### config.mk
export PLATFORM = sky130hd
export DESIGN_NAME = mem_arbiter_flat
export DESIGN_NICKNAME = d
export VERILOG_FILES = /design/src/rtl/mem_pkg.sv /design/src/rtl/mem_arbiter_if.sv /design/src/rtl/mem_arbiter.sv /design/src/flat_wrapper.sv
export SDC_FILE = /design/constraint.sdc
export NUM_CORES = 1
export LEC_CHECK = 0
export CAP_MARGIN = 10
export CORE_AREA = 2 2 91 93
export DETAILED_ROUTE_END_ITERATION = 10
export DIE_AREA = 0 0 93 95
export MAX_ROUTING_LAYER = met4
export PLACE_DENSITY = 0.9
export SLEW_MARGIN = 20
export SYNTH_ARGS = -nofsm -noshare
export SYNTH_HDL_FRONTEND = slang
export SYNTH_SLANG_ARGS = --single-unit
### constraint.sdc
create_clock -name clk_core -period 2.4 [get_ports clk_core]
set_clock_uncertainty 0.1 [all_clocks]
set_input_delay 0.6 -clock clk_core [delete_from_list [all_inputs] [get_ports clk_core]]
set_output_delay 0.6 -clock clk_core [all_outputs]
set_load 0.03 [all_outputs]
### src/rtl/mem_pkg.sv
// rtl/mem_pkg.sv - shared types and defaults for the cache-line memory arbiter
package mem_pkg;

  localparam int BEATS_DEFAULT = 4;

  typedef enum logic [1:0] {
    IDLE,
    OWN_IC,
    OWN_DC
  } state_t;

  typedef enum logic {
    OWNER_IC,
    OWNER_DC
  } owner_t;

endpackage

### src/rtl/mem_arbiter_if.sv
// rtl/mem_arbiter_if.sv - cache request, response and memory bus signals of the arbiter
interface mem_arbiter_if;

  logic        ic_req;
  logic [31:2] ic_addr;
  logic        ic_gnt;
  logic        ic_rvalid;
  logic        ic_done;

  logic        dc_req;
  logic        dc_we;
  logic [31:2] dc_addr;
  logic [31:0] dc_wdata;
  logic        dc_gnt;
  logic        dc_rvalid;
  logic        dc_done;
  logic        dc_wnext;

  logic [31:0] arb_rdata;
  logic        bus_req;
  logic        bus_we;
  logic [31:2] bus_addr;
  logic [31:0] bus_wdata;
  logic        bus_ack;
  logic [31:0] bus_rdata;

  // master is the arbiter itself; slave is the surrounding caches and memory
  modport master (
    input  ic_req, ic_addr, dc_req, dc_we, dc_addr, dc_wdata, bus_ack, bus_rdata,
    output ic_gnt, ic_rvalid, ic_done, dc_gnt, dc_rvalid, dc_done, dc_wnext,
    output arb_rdata, bus_req, bus_we, bus_addr, bus_wdata
  );

  modport slave (
    output ic_req, ic_addr, dc_req, dc_we, dc_addr, dc_wdata, bus_ack, bus_rdata,
    input  ic_gnt, ic_rvalid, ic_done, dc_gnt, dc_rvalid, dc_done, dc_wnext,
    input  arb_rdata, bus_req, bus_we, bus_addr, bus_wdata
  );

endinterface

### src/rtl/mem_arbiter.sv
// rtl/mem_arbiter.sv - round-robin arbiter granting whole cache-line bursts to icache or dcache
module mem_arbiter
  import mem_pkg::*;
#(
  parameter int BEATS = BEATS_DEFAULT
) (
  input logic           clk_core,
  input logic           reset_n,
  mem_arbiter_if.master arb
);

  localparam int BW = $clog2(BEATS);

  state_t         state;
  owner_t         last_owner;
  logic [29-BW:0] line;
  logic           we;
  logic [BW-1:0]  beat;

  logic own_ic;
  logic own_dc;
  logic active;
  logic ack;
  logic last_beat;

  assign own_ic    = (state == OWN_IC);
  assign own_dc    = (state == OWN_DC);
  assign active    = own_ic || own_dc;
  assign ack       = active && arb.bus_ack;
  assign last_beat = (beat == BW'(BEATS - 1));

  // Requests are only sampled in IDLE, so a burst always runs to completion
  always_ff @(posedge clk_core) begin
    if (!reset_n) begin
      state      <= IDLE;
      beat       <= '0;
      last_owner <= OWNER_DC;
      line       <= '0;
      we         <= 1'b0;
    end else begin
      unique case (state)
        IDLE: begin
          beat <= '0;
          if (arb.ic_req && (!arb.dc_req || last_owner == OWNER_DC)) begin
            state      <= OWN_IC;
            last_owner <= OWNER_IC;
            line       <= arb.ic_addr[31:2+BW];
            we         <= 1'b0;
          end else if (arb.dc_req) begin
            state      <= OWN_DC;
            last_owner <= OWNER_DC;
            line       <= arb.dc_addr[31:2+BW];
            we         <= arb.dc_we;
          end
        end
        OWN_IC, OWN_DC: begin
          if (arb.bus_ack) begin
            beat <= beat + BW'(1);
            if (last_beat) begin
              state <= IDLE;
            end
          end
        end
        default: state <= IDLE;
      endcase
    end
  end

  assign arb.ic_gnt    = own_ic;
  assign arb.dc_gnt    = own_dc;
  assign arb.bus_req   = active;
  assign arb.bus_we    = active && we;
  assign arb.bus_addr  = active ? {line, beat} : '0;
  assign arb.bus_wdata = (own_dc && we) ? arb.dc_wdata : '0;

  // Read data is forwarded straight from the bus on the ack cycle
  assign arb.arb_rdata = (ack && !we) ? arb.bus_rdata : '0;
  assign arb.ic_rvalid = own_ic && arb.bus_ack;
  assign arb.ic_done   = own_ic && arb.bus_ack && last_beat;
  assign arb.dc_rvalid = own_dc && arb.bus_ack && !we;
  assign arb.dc_wnext  = own_dc && arb.bus_ack && we;
  assign arb.dc_done   = own_dc && arb.bus_ack && last_beat;

endmodule

### src/flat_wrapper.sv
// flat-port wrapper written by rule: the top's interface ports become plain ports
module mem_arbiter_flat import mem_pkg::*;
#(
  parameter int BEATS = BEATS_DEFAULT
)
  (clk_core, reset_n, arb_ic_req, arb_ic_addr, arb_dc_req, arb_dc_we, arb_dc_addr, arb_dc_wdata, arb_bus_ack, arb_bus_rdata, arb_ic_gnt, arb_ic_rvalid, arb_ic_done, arb_dc_gnt, arb_dc_rvalid, arb_dc_done, arb_dc_wnext, arb_arb_rdata, arb_bus_req, arb_bus_we, arb_bus_addr, arb_bus_wdata);
  mem_arbiter_if arb_i ();
  input logic clk_core;
  input logic reset_n;
  input wire logic [$bits(arb_i.ic_req)-1:0] arb_ic_req;
  input wire logic [$bits(arb_i.ic_addr)-1:0] arb_ic_addr;
  input wire logic [$bits(arb_i.dc_req)-1:0] arb_dc_req;
  input wire logic [$bits(arb_i.dc_we)-1:0] arb_dc_we;
  input wire logic [$bits(arb_i.dc_addr)-1:0] arb_dc_addr;
  input wire logic [$bits(arb_i.dc_wdata)-1:0] arb_dc_wdata;
  input wire logic [$bits(arb_i.bus_ack)-1:0] arb_bus_ack;
  input wire logic [$bits(arb_i.bus_rdata)-1:0] arb_bus_rdata;
  output wire logic [$bits(arb_i.ic_gnt)-1:0] arb_ic_gnt;
  output wire logic [$bits(arb_i.ic_rvalid)-1:0] arb_ic_rvalid;
  output wire logic [$bits(arb_i.ic_done)-1:0] arb_ic_done;
  output wire logic [$bits(arb_i.dc_gnt)-1:0] arb_dc_gnt;
  output wire logic [$bits(arb_i.dc_rvalid)-1:0] arb_dc_rvalid;
  output wire logic [$bits(arb_i.dc_done)-1:0] arb_dc_done;
  output wire logic [$bits(arb_i.dc_wnext)-1:0] arb_dc_wnext;
  output wire logic [$bits(arb_i.arb_rdata)-1:0] arb_arb_rdata;
  output wire logic [$bits(arb_i.bus_req)-1:0] arb_bus_req;
  output wire logic [$bits(arb_i.bus_we)-1:0] arb_bus_we;
  output wire logic [$bits(arb_i.bus_addr)-1:0] arb_bus_addr;
  output wire logic [$bits(arb_i.bus_wdata)-1:0] arb_bus_wdata;
  assign arb_i.ic_req = arb_ic_req;
  assign arb_i.ic_addr = arb_ic_addr;
  assign arb_i.dc_req = arb_dc_req;
  assign arb_i.dc_we = arb_dc_we;
  assign arb_i.dc_addr = arb_dc_addr;
  assign arb_i.dc_wdata = arb_dc_wdata;
  assign arb_i.bus_ack = arb_bus_ack;
  assign arb_i.bus_rdata = arb_bus_rdata;
  assign arb_ic_gnt = arb_i.ic_gnt;
  assign arb_ic_rvalid = arb_i.ic_rvalid;
  assign arb_ic_done = arb_i.ic_done;
  assign arb_dc_gnt = arb_i.dc_gnt;
  assign arb_dc_rvalid = arb_i.dc_rvalid;
  assign arb_dc_done = arb_i.dc_done;
  assign arb_dc_wnext = arb_i.dc_wnext;
  assign arb_arb_rdata = arb_i.arb_rdata;
  assign arb_bus_req = arb_i.bus_req;
  assign arb_bus_we = arb_i.bus_we;
  assign arb_bus_addr = arb_i.bus_addr;
  assign arb_bus_wdata = arb_i.bus_wdata;
  mem_arbiter #(.BEATS(BEATS)) u_core (.clk_core(clk_core), .reset_n(reset_n), .arb(arb_i));
endmodule
# == Yosys cells after proc, flatten, opt, wreduce, memory -nomap -nowiden ==
# Index checks and enable logic that the tools add are counted.
# W data, S select, Z words.
# op_classes
n_addsub,1
mul,0
div_mod_pow,0
n_lt_le_gt_ge,0
n_eq_ne,6
shift,0
n_mux,16
bitwise,0
reduce_logical,22
# op_table
op,count
$mux W32,2
$mux W28,2
$mux W30,1
$logic_and A1 B1 Y1,11
$mux W2,5
$pmux W2 S2,2
$eq A2 B2 Y1 const B,2
$mux W1,4
$reduce_and A2 Y1,2
$reduce_bool A2 Y1,2
$ne A3 B2 Y1 const B,1
$reduce_and A3 Y1,1
$add A2 B1 Y2 const B,1
$eq A2 B1 Y1 const B,1
$logic_not A1 Y1,2
$logic_not A2 Y1,1
$logic_or A1 B1 Y1,2
$ne A2 B1 Y1 const B,1
$ne A2 B2 Y1 const B,1
$reduce_or A2 Y1,1
# totals
ff_bits,34
latchBits,0
mem_bits_rw,0
romBits,0
inputBits,130
output_inout_bits,103
word_cells,50
mem_count,0

# == Longest topological paths before layout ==
# Gate-level depths: netlist of run 1.
# depth
ltp_word,5
depth_mapped,7

# == Worst setup path before layout of run 1 ==
# No wires, ideal clock.
# synth_timing
path_kind,register to output
startpoint,register u_core.state[0]
endpoint,output arb_arb_rdata[10]
t_arrival_ps,1798
t_required_ps,1700
slack_ps,-98
path_stages_with_launch,7
n_path_buf,1
cell_sequence,dfxtp_1 inv_1 ha_1 nand2_1 nor2_1 clkbuf_1 and2_1
# synth_via
elab_chain_cells,5
elab_cells_between_ends,6
# synth_lines
item,line_no,text
from (decl),mem_arbiter.sv:14,state_t state;
from (signal assigned),mem_arbiter.sv:35,state <= IDLE;
from (signal assigned),mem_arbiter.sv:45,state <= OWN_IC;
from (signal assigned),mem_arbiter.sv:50,state <= OWN_DC;
$eq A2 B1 Y1 / $eq A2 B2 Y1 (equally long branches),"mem_arbiter.sv:26, mem_arbiter.sv:27",
$logic_or A1 B1 Y1 *,mem_arbiter.sv:28,assign active = own_ic || own_dc;
net arb_bus_req,flat_wrapper.sv:26,output wire logic [$bits(arb_i.bus_req)-1:0] arb_bus_req;
$logic_and A1 B1 Y1 *,mem_arbiter.sv:29,assign ack = active && arb.bus_ack;
$logic_and A1 B1 Y1 *,mem_arbiter.sv:77,assign arb.arb_rdata = (ack && !we) ? arb.bus_rdata : '0;
$mux W32 *,mem_arbiter.sv:77,
to (decl),flat_wrapper.sv:25,output wire logic [$bits(arb_i.arb_rdata)-1:0] arb_arb_rdata;
# The timed path passes the listed nets; every way through them passes the cells marked *.

# == Worst setup path after layout of run 1 ==
# layout_timing
startpoint,register u_core.state[1]
endpoint,output arb_arb_rdata[20]
# layout_via
elab_chain_cells,5
elab_cells_between_ends,6
# layout_lines
item,line_no
$eq A2 B1 Y1 / $eq A2 B2 Y1 (equally long branches),"mem_arbiter.sv:26, mem_arbiter.sv:27"
$logic_or A1 B1 Y1 *,mem_arbiter.sv:28
$logic_and A1 B1 Y1 *,mem_arbiter.sv:29
$logic_and A1 B1 Y1 *,mem_arbiter.sv:77
$mux W32 *,mem_arbiter.sv:77
# Every way passes the cells marked *; elsewhere a longest branch is shown, timed or not.

==> results of run 1 <==
-- routing by layer --
layer  wire length, µm  vias to the layer above
li1                  -                     1456
met1              4070                     1345
met2              4960                      109
met3               627                        4
met4                48                        0
met5                 0                        -
-- area by class of cell --
class / count / share of cell area, %
inverter: 2 / 0.212
clock buffer: 7 / 1.83
timing repair buffer: 250 / 50.3
multi-input combinational: 219 / 30.3
clock inverter: 1 / 0.106
tap: 105 / 2.78
sequential: 34 / 14.5
-- flip-flops by register name (all words and copies together) (netlist names) --
| signal | cells |
|---|---|
| u_core.last_owner | 1 |
| u_core.we | 1 |
| u_core.beat | 2 |
| u_core.state | 2 |
| u_core.line | 28 |
-- synthesized netlist by cell type (all sizes together) --
cell type,count
a21boi,3
a21oi,1
a221o,28
and2,65
and3,36
and4,1
buf,11
clkbuf,18
dfxtp,34
ha,4
inv,2
nand2,37
nand3,2
nand4,2
nor2,4
nor2b,1
nor3,28
o211ai,1
o21a,1
o21ai,2
o22ai,1
or2b,1
or4b,1
-- report_power, final --
| part | internal [W] | switching, W |
|---|---|---|
| sequential | 0.000667 | 0.0000576 |
| combinational | 0.000688 | 0.000747 |
| clock | 0.000232 | 0.000209 |
| total | 0.00159 | 0.00101 |
-- cell families (layout without fill, tap and decap cells) --
kind of cell	after synthesis	after routing
flip-flops	34	34
buffers and inverters	31	260
adder cells (fa/ha/maj)	4	4
AO/OA/AOI/OAI	37	37
AND/OR/NAND/NOR	178	178
-- worst max-delay path, delay by kind of cell, from the launching register on --
family,cells,cell delay [ps]
adder cells (fa/ha/maj),1,270
flip-flops,1,350
AND/OR/NAND/NOR,3,370
buffers and inverters,3,390
-- timing repair --
item                       in CTS  in global routing
hold buffers                    0                  0
pin swaps                       0                  1
cloned                          2                  0
gates resized for setup        14                 29
setup buffers                   2                  2
setup endpoints to repair      68                 68
-- path summary, 6_finish.rpt --
check,depth (start not counted),slack [ps],start,to
worst min-delay path,1,380,u_core.line[10],u_core.line[10]
worst max-delay path,7,30,u_core.state[1],arb_arb_rdata[20]
worst max register to register,6,680,u_core.state[0],u_core.state[0]
worst min register to register,1,380,u_core.line[10],u_core.line[10]
-- stage by stage --
| stage | std cells | hold WS, ps |
|---|---|---|
| final | 618 | 380 |
| after floorplan | 284 | 346 |
| after global routing | 618 | 394 |
| after CTS | 617 | 369 |
| after global placement | 605 | 359 |
| after detailed placement | 605 | 366 |
==> qor.txt, run 1 <==
leading cell type in the layout, fill and taps excluded: clkdlybuf4s50_1
Post-Synthesis Cells: 284
CTS buffer count: 5
CP Capture Type: output port
Final HPWL DP: 7370 µm
Slew Limit Headroom: 78.0%
Worst Hold Class: flip-flop to flip-flop
CP Launch Type: flip-flop
final wirelength: 9710 µm
CTS tree: built
Post-Syn Nets: 418
post-synthesis xor/xnor area fraction: 0%
Syn. warnings: 0
fin crit period: 2370 ps
total number of vias: 2914
worst path cell trace: inv_2 -> ha_4 -> nand2_2 -> nor2_4 -> buf_4 -> and2_1 -> buf_4
total track usage: 20.1%
post-layout util: 59.6%
Reg area: 686 µm²
Seq cells post-synth: 34
total design power: 0.00260 W
initial antenna violation count: 0
syn avg cell area: 7.77 µm²
mux share of post-synthesis cell area: 0%
Synth area leader: dfxtp_1
global-route wire length before repair: 13700 µm
deepest clock path buffer count: 2
DR WL/cell: 15.7 µm
largest net degree at the start of global routing: 37
vias per inst: 4.72
vertical die dimension: 95 µm
Pre-antenna DRT Iters: 4
P&R area growth vs syn: 114%
CTS Sinks: 34
Yosys top cell area share: 30.8%
GP Congestion: 0.768
Pins Over Slew Limit: 0
Simple-Gate Fraction of Synth Area: 44.6%
CP max stage cell: dfxtp_2
DRT iter0 DRCs: 101
nets@finish: 646
Power Density: 551 mW/mm²
Place WS: -155 ps
die area: 0.00884 mm²
register area share after synthesis: 30.8%
Final Hold Fails: 0
met1 usage: 24.9%
peak supply drop: 0.000284 V
worst skew pair latency: 280 ps
layout cells sized above 1: 29.0%
footprint of the multi-input gates: 0.00143 mm²
CP most frequent cell: buf_4
Least-Margin Pin Slew: 328 ps
Final Cell Area: 0.00472 mm²
GR Layer Usage met2: 33.9%
largest cells by area after synthesis: dfxtp_1 (31%), and2_1 (18%), a221o_1 (13%), and3_1 (10%), nor3_1 (6.3%)
final period utilization: 98.7%
main combinational cell family by area after synthesis: simple AND/OR/NAND/NOR gates
RSZ-0062 raised after global routing: yes
Worst Path Required: 1700 ps
Rows: 33
max-cap violation count: 0
Initial Utilization: 27.8%
vias in the first global route: 2749
TNS Setup: 0 ps
most frequent cells in the layout: clkdlybuf4s50_1 (124), buf_4 (97), and2_1 (56), and3_1 (36), nand2_1 (36)
adder and majority gate portion of the synthesized area: 2.27%
Arr. time, crit path: 1670 ps
I/O Pins: 233
Core ar.: 0.00793 mm²
Fmax achieved: 422 MHz
aggregate global routing overflow: 0
H-tree levels: 2
LEAKAGE: 2.25 nW
outcome: completed
number of port buffers: 228
crit path kind: flip-flop to output port
post-synthesis compound-gate area fraction: 15.4%
clock-pin slew on the worst setup and hold paths: 70 ps
count of cell types in the netlist: 26
Filler Cells Inserted: 715
endpoints failing setup: 0
gr busiest metal: met2
DRC: 0
Detail Route Antenna Nets: 0
root buffer cell: clkbuf_8
met3 usage: 4.71%
chip width: 93 µm
cell area after synthesis: 0.00221 mm²
# diodes: 0
crit-path max FO: 8
post-place instance area: 0.00446 mm²
setup ws final: 31.8 ps
CP max stage delay: 350 ps
(Power assumes the default switching activity.)
==> run 2, diff against run 1 <==
==> constraint.sdc (replaced) <==
create_clock -name clk_core -period 2.4 [get_ports clk_core]
set_clock_uncertainty 0.1 [all_clocks]
set_input_delay 0.6 -clock clk_core [delete_from_list [all_inputs] [get_ports clk_core]]
set_output_delay 0.6 -clock clk_core [all_outputs]
set_load 0.005 [all_outputs]
==> run 2 against run 1 <==
  * Critical endpoint is now arb_bus_addr[6]
  * The flow now finishes with violations (negative setup slack)
  * Setup slack got worse by 210 ps
  * Sequential power decreased by 0.6%
  * Die area is the same
==> qor.txt, run 2 (synthesis results as in run 1) <==
CP Launch Type: flip-flop
final period utilization: 107% (+8.8 points)
Hold Path Depth: 1 (unchanged)
CP Capture Type: output port
Power Density: 528 mW/mm² (-4.0%)
deepest clock path buffer count: 2 (unchanged)
TNS Setup: -1880 ps (-1880 ps)
CP most frequent cell: buf_4
clock-pin slew on the worst setup and hold paths: 70 ps (about the same)
CP max stage delay: 340 ps (about the same)
leading cell type in the layout, fill and taps excluded: clkdlybuf4s50_1
worst path cell trace: inv_2 -> ha_4 -> buf_4 -> buf_4 -> buf_16 -> buf_6 -> and2_1 -> dlygate4sd2_1
Final Hold Fails: 0 (unchanged)
FF-to-FF End: u_core.state[0]
Non-Filler Instances: 642 (+3.9%)
vertical die dimension: 95 µm (unchanged)
CTS Sinks: 34 (unchanged)
cts hold-fix bufs: 0 (unchanged)
placed insts: 609 (+0.66%)
Worst Path Required: 1700 ps (about the same)
chip width: 93 µm (unchanged)
final wirelength: 11100 µm (+14%)
Slew Limit Headroom: 77.7% (-0.30 points)
footprint of the multi-input gates: 0.00146 mm² (+1.8%)
outcome: complete, but fails checks
CTS buffer count: 5 (unchanged)
R2R Setup Slk: 330 ps (-350 ps)
clock network power share: 16.6% (-0.3 points)
worst skew pair latency: 270 ps (about the same)
max-cap violation count: 0 (unchanged)
setup ws final: -179 ps (-211 ps)
Initial Utilization: 27.8% (unchanged)
crit-path max FO: 12 (+4)
total design power: 0.00264 W (+1.4%)
nets@finish: 669 (+3.6%)
DRC: 0 (unchanged)
Core ar.: 0.00793 mm² (unchanged)
sw power: 0.000851 W (-16%)
min-delay src: u_core.line[12]
Top reg by flops: u_core.line
number of port buffers: 228 (unchanged)
Arr. time, crit path: 1880 ps (+210 ps)
CP max stage cell: dfxtp_2
initial antenna violation count: 1 (+1)
Pins Over Slew Limit: 0 (unchanged)
global-route wire length before repair: 15400 µm (+12%)
I/O Pins: 233 (unchanged)
FF-to-FF path depth: 9 (+3)
total number of vias: 3110 (+6.7%)
r2r startpoint: u_core.state[1]
power share of the combinational group: 56.1% (+0.9 points)
fin crit period: 2580 ps (+211 ps)
Largest register FFs: 28 (unchanged)
Net Sw Frac: 32.3% (-6.7 points)
GP Congestion: 0.738 (-3.9%)
Fmax achieved: 388 MHz (-8.2%)
aggregate global routing overflow: 0 (unchanged)
Detail Route Antenna Nets: 0 (unchanged)
Reg area: 683 µm² (-0.37%)
Worst Hold Class: flip-flop to flip-flop
largest net degree at the start of global routing: 29 (-22%)
peak supply drop: 0.000288 V (+1.5%)
Worst Hold End: u_core.line[12]
DRT iter0 DRCs: 132 (+31%)
Rows: 33 (unchanged)
vias in the first global route: 2929 (+6.5%)
layout cells sized above 1: 24.4% (-4.6 points)
P&R area growth vs syn: 126%
CTS tree: built
biggest regs: u_core.line x28, u_core.beat x2, u_core.state x2
RSZ-0062 raised after global routing: yes
total track usage: 22.9% (+2.8 points)
Least-Margin Pin Slew: 335 ps (+7.39 ps)
root buffer cell: clkbuf_8
H-tree levels: 2 (unchanged)
most frequent cells in the layout: clkdlybuf4s50_1 (125), and2_1 (48), and3_1 (36), nand2_1 (36), clkbuf_2 (34)
endpoints failing setup: 16 (+16)
Flop pwr share: 27.3% (-0.6 points)
Pre-antenna DRT Iters: 4 (unchanged)
vias per inst: 4.84 (+2.7%)
die area: 0.00884 mm² (unchanged)
crit path kind: flip-flop to output port
LEAKAGE: 2.72 nW (+21%)
failing checks: negative setup slack
DR WL/cell: 17.3 µm (+10%)
Final HPWL DP: 7700 µm (+4.5%)
Filler Cells Inserted: 657 (-8.1%)
Int Power: 0.00179 W (+13%)
## run 2: cell type report
cell class,count,share of cell area [%]
Clock buffer,7,1.73
Inverter,2,0.150
Multi-Input combinational cell,219,29.2
Antenna cell,1,0.0502
Timing Repair Buffer,273,52.5
Sequential cell,34,13.7
Clock inverter,1,0.100
Tap cell,105,2.63
## run 2: repair_timing
action,in CTS,in global routing
cloned,8,2
pin swaps,1,14
setup endpoints to repair,101,58
setup buffers,8,9
gates resized for setup,121,176
## run 2: power by group through the flow
stage / Combinational [W] / Clock (W) / Sequential, W
floorplan: 0.000477 / 0 / 0.000710
global placement: 0.00107 / 0 / 0.000722
detailed placement: 0.00109 / 0 / 0.000726
CTS: 0.00130 / 0.000457 / 0.000718
global route: 0.00158 / 0.000483 / 0.000728
finish: 0.00148 / 0.000437 / 0.000720
## run 2: layer usage
layer	vias to the layer above	share of wire, %	wire, µm	GRT usage [%]
li1	1511	-	-	-
met1	1454	39	4300	28.0
met2	135	52	5830	39.7
met3	10	7.9	881	5.19
met4	0	0.86	95	3.43
met5	-	0	0	-
## run 2: worst max-delay path: cells and delay by family (launching register included)
family | cells | cell delay, ps
buffers and inverters | 6 | 860
adder cells (fa/ha/maj) | 1 | 250
AND/OR/NAND/NOR | 1 | 150
flip-flops | 1 | 340
## run 2: how the worst max path moves through the flow
stage | start | to | slack (ps) | cells past startpoint
after floorplan | u_core.state[0] | arb_arb_rdata[10] | 260 | 6
after global placement | arb_bus_ack | arb_arb_rdata[28] | -430 | 6
after detailed placement | arb_bus_ack | arb_arb_rdata[24] | -470 | 6
after CTS | u_core.state[1] | arb_arb_rdata[9] | -270 | 7
after global routing | u_core.state[1] | arb_bus_addr[28] | -250 | 8
final | u_core.state[1] | arb_bus_addr[6] | -180 | 8
## run 2: stage by stage
stage / area (µm²) / utilization [%] / setup WS (ps) / hold slack (ps)
finish: 4990 / 62.9 / -179 / 378
global route: 4990 / 62.9 / -245 / 396
CTS: 4870 / 61.4 / -268 / 386
detailed placement: 4630 / 58.5 / -465 / 368
global placement: 4630 / 58.5 / -431 / 360
floorplan: 2210 / - / 263 / 346
